--- config.mk ---
export PLATFORM = sky130hd
export DESIGN_NAME = alu
export DESIGN_NICKNAME = d
export VERILOG_FILES = /design/src/rtl/alu.sv
export SDC_FILE = /design/constraint.sdc
export NUM_CORES = 2
export LEC_CHECK = 0
export CAP_MARGIN = 5
export CORE_MARGIN = 2
export CORE_UTILIZATION = 41
export CTS_BUF_LIST = sky130_fd_sc_hd__clkbuf_8
export DETAILED_ROUTE_END_ITERATION = 8
export GPL_TIMING_DRIVEN = 0
export PLACE_DENSITY = 0.56
export SLEW_MARGIN = 15
export SYNTH_ARGS = -nofsm -noshare
export SYNTH_HDL_FRONTEND = slang
export SYNTH_SLANG_ARGS = --single-unit
--- constraint.sdc ---
create_clock -name clk -period 41.2 [get_ports clk]
set_clock_uncertainty 0.05 [all_clocks]
set_input_delay 8.24 -clock clk [delete_from_list [all_inputs] [get_ports clk]]
set_output_delay 8.24 -clock clk [all_outputs]
set_load 0.01 [all_outputs]
--- src/rtl/alu.sv ---
// RV32I execute-stage ALU: combinational result/zero plus registered copies.
// Latency: out/zero 0 cycles, out_q/zero_q 1 cycle; no backpressure (accepts an op every cycle).
module alu #(
    parameter int WIDTH = 32
) (
    input  logic             clk,
    input  logic             rst_n,
    input  logic [3:0]       control,
    input  logic [WIDTH-1:0] src_a,
    input  logic [WIDTH-1:0] src_b,
    output logic [WIDTH-1:0] out,
    output logic             zero,
    output logic [WIDTH-1:0] out_q,
    output logic             zero_q
);

    localparam logic [3:0] OP_AND  = 4'b0000;
    localparam logic [3:0] OP_OR   = 4'b0001;
    localparam logic [3:0] OP_ADD  = 4'b0010;
    localparam logic [3:0] OP_XOR  = 4'b0011;
    localparam logic [3:0] OP_BLT  = 4'b0100;
    localparam logic [3:0] OP_BGE  = 4'b0101;
    localparam logic [3:0] OP_SUB  = 4'b0110;
    localparam logic [3:0] OP_BNE  = 4'b0111;
    localparam logic [3:0] OP_SLL  = 4'b1000;
    localparam logic [3:0] OP_SRL  = 4'b1001;
    localparam logic [3:0] OP_MULU = 4'b1010;
    localparam logic [3:0] OP_SRA  = 4'b1011;
    localparam logic [3:0] OP_BLTU = 4'b1100;
    localparam logic [3:0] OP_BGEU = 4'b1101;
    localparam logic [3:0] OP_SLTU = 4'b1110;
    localparam logic [3:0] OP_SLT  = 4'b1111;

    logic [4:0]       shamt;
    logic             lt_s;
    logic             lt_u;
    logic [WIDTH-1:0] out_d;
    logic             zero_d;

    assign shamt = src_b[4:0];
    assign lt_s  = $signed(src_a) < $signed(src_b);
    assign lt_u  = src_a < src_b;

    // Branch ops return 0 when taken so the zero flag doubles as "taken".
    always_comb begin
        out_d = '0;
        case (control)
            OP_AND:  out_d = src_a & src_b;
            OP_OR:   out_d = src_a | src_b;
            OP_ADD:  out_d = src_a + src_b;
            OP_XOR:  out_d = src_a ^ src_b;
            OP_SUB:  out_d = src_a - src_b;
            OP_SLL:  out_d = src_a << shamt;
            OP_SRL:  out_d = src_a >> shamt;
            OP_SRA:  out_d = $unsigned($signed(src_a) >>> shamt);
            OP_MULU: out_d = src_a * src_b;
            OP_SLT:  out_d = {{(WIDTH-1){1'b0}}, lt_s};
            OP_SLTU: out_d = {{(WIDTH-1){1'b0}}, lt_u};
            OP_BNE:  out_d = {{(WIDTH-1){1'b0}}, src_a == src_b};
            OP_BLT:  out_d = {{(WIDTH-1){1'b0}}, ~lt_s};
            OP_BGE:  out_d = {{(WIDTH-1){1'b0}}, lt_s};
            OP_BLTU: out_d = {{(WIDTH-1){1'b0}}, ~lt_u};
            OP_BGEU: out_d = {{(WIDTH-1){1'b0}}, lt_u};
            default: out_d = '0;
        endcase
    end

    assign zero_d = (out_d == '0);
    assign out    = out_d;
    assign zero   = zero_d;

    always_ff @(posedge clk or negedge rst_n) begin
        if (!rst_n) begin
            out_q  <= '0;
            zero_q <= 1'b0;
        end else begin
            out_q  <= out_d;
            zero_q <= zero_d;
        end
    end

endmodule

==> flow_summary.toml <==
[grt]
grt_util_all_layers_pct = 45.42
antenna_found_initial = 8
grt_pass1_vias = 26172
grt_max_degree = 34
grt_pass1_wl_mm = 201.3
overflow = 0

[worst_setup_path]
cp_max_fo = 10
cpMaxStageDelayCell = "clkbuf_1"
worst_setup_path_end_kind = "output pin"
critPathMaxStageDelay_ps = 1100
critPathRequiredTime_ps = 32910
cpMostUsedCell = "fa_1"
critPathKind = "primary input to output pin"
critPathArrivalTime_ps = 22020
cp-start-kind = "primary input"

[place]
hpwl_mm = 118.5
place_ws_ps = 11450
io_buffers = 135
place.gp.congestion = 1.051

[detailed_routing]
vias_per_cell = 6.462
wirelength_mm = 144.9
drtAntennaViolNets = 0
drt_iter0_markers = 3710
drt-pass1-iter-count = 6
drt-wirelength-per-cell_um = 35.35
drc = 0
via_count = 26496

[timing]
maxSlewHeadroom_pct = 4.825
hold_violations = 0
finalMaxSlewViolations = 0
tightestPinTransition_ps = 1428
finalWorstSetupSlack_ps = 10890
setup_violations = 0
fin_setup_tns_ps = 0
max_freq_mhz = 32.99
finalCritPeriodShare_pct = 73.57
post-route-min-period_ps = 30310
rsz0062_at_grt = "false"

[yosys]
ys_warn_count = 0
synth_top_area_share_pct = 32.47
synthDistinctLibCells = 93
ys_seq_area_share_pct = 3.266
syn-cell-area_um2 = 25280
synth.area.top_cells = "fa_1 32%, ha_1 11%, nor2_1 7.3%"
synth_fp_nets = 3862
async_reset_ff_share_pct = 100.0
synth.ff_latch_count = 33
synthesis.area_per_instance_um2 = 7.995
synthCells = 3162
synth_largest_area_cell = "fa_1"
synth_edf_count = 0
ys.flop_type = "dfrtp_1"

[cells_and_area]
num-nets-final = 4005
num-fill-cells = 6232
syn_to_final_growth_pct = 9.765
layout-drive-gt1-share_pct = 4.749

[floorplanning]
rows = 91
die_area_um2 = 63670
start_util_pct = 41.20
io_pins = 136
die_h_um = 252.3
die-width_um = 252.3
design.core.area_um2 = 61370

[worst_hold_path]
holdCritPathClass = "primary input to asynchronous set/reset pin"

[clocking]
clockBufferDepth = 2
holdBufCountCts = 0
cts_sinks = 33
clk_pin_slew_ps = 80
cts_root_buf = "clkbuf_8"
htreeDepth = 2
post_cts_buffers = 0
cts_tree = "done"
cts_made_buffers = 5
ctsResizeCount = 0

[outcome]
outcome = "complete, no violations"

[flow_run]
drv_cap = 0
-- cells in the final DEF (no fill, tap or decap), types with 26 or more instances in the layout --
| cell | count |
|---|---|
| a211oi_1 | 33 |
| a21o_1 | 30 |
| a21oi_1 | 135 |
| a31oi_1 | 27 |
| buf_1 | 33 |
| buf_2 | 33 |
| clkbuf_1 | 110 |
| clkdlybuf4s50_1 | 134 |
| dfrtp_1 | 33 |
| fa_1 | 410 |
| ha_1 | 220 |
| inv_1 | 458 |
| mux2_2 | 26 |
| mux2i_1 | 44 |
| mux4_2 | 36 |
| nand2_1 | 350 |
| nand3_1 | 40 |
| nor2_1 | 489 |
| nor3_1 | 55 |
| o21ai_0 | 73 |
| xnor2_1 | 85 |
-- per-stage QoR --
stage / hold WS [ps] / cell area [µm²] / utilization [%] / instances
finish: 7955 / 27750 / 45.22 / 4100
global route: 8000 / 27740 / 45.20 / 4096
CTS: 7980 / 27730 / 45.18 / 4096
detailed placement: 8311 / 27640 / 45.04 / 4088
global placement: 8970 / 27620 / 45.01 / 4087
floorplan: 7894 / 25280 / - / 3162
-- critical path, delay by kind of cell --
| kind | cells | cell delay (ps) |
|---|---|---|
| fa+ha+maj | 9 | 4490 |
| buf+inv | 10 | 5060 |
| compound gates | 5 | 1710 |
| simple gates | 7 | 2450 |
-- flip-flops by register name, indices dropped and copies added (netlist names) --
signal  cells
out_q      32
zero_q      1
-- Yosys cell counts, types with 14 or more instances --
master and n:
a211oi_1 33, a21o_1 30, a21oi_1 135, a31oi_1 27, buf_1 34, buf_2 32, clkbuf_1 119, clkinv_1 14
dfrtp_1 33, fa_1 410, ha_1 220, inv_1 458, mux2_2 26, mux2i_1 44, mux4_2 36, nand2_1 350
nand2b_1 16, nand3_1 40, nor2_1 489, nor2b_1 19, nor3_1 55, nor4_1 16, o211ai_1 25, o21ai_0 73
o21bai_1 16, o31ai_1 18, or3_1 16, xnor2_1 85, xor2_1 22
-- path summary, 6_finish.rpt --
path / cells past startpoint / start / endpoint / slack (ps)
worst max-delay path: 31 / src_b[3] / zero / 10890
max in group asynchronous: 1 / rst_n / out_q[13]$_DFF_PN0_ / 32650
min in group clk: 3 / src_a[31] / out_q[31]$_DFF_PN0_ / 8900
worst min-delay path: 1 / rst_n / zero_q$_DFF_PN0_ / 7960
-- final cells by class --
cell class | count | area (µm²) | area share (%)
sequential | 33 | 825.8 | 2.976
inverter | 477 | 1790 | 6.452
timing repair buffer | 136 | 1356 | 4.887
clock buffer | 5 | 68.82 | 0.2480
antenna | 4 | 10.01 | 0.03607
tap | 790 | 988.4 | 3.562
clock inverter | 3 | 17.52 | 0.06312
multi-input combinational | 2456 | 21830 | 78.68
buffer | 196 | 859.6 | 3.098
-- kinds of logic after synthesis --
kind of cell,synth area share [%]
buf+inv,10.43
fa+ha+maj,43.35
xor+xnor,3.707
compound gates,14.44
mux,6.656
flops,3.266
simple gates,18.15
-- routing by layer --
metal	part of all wire, %	global-route usage, %
met3	13	14.87
met1	40	61.60
met2	41	65.71
met4	5.9	20.49
met5	0.0041	0
Power is not shown: default switching activity piles up to over one toggle a cycle in this logic, so the estimate is an artifact.
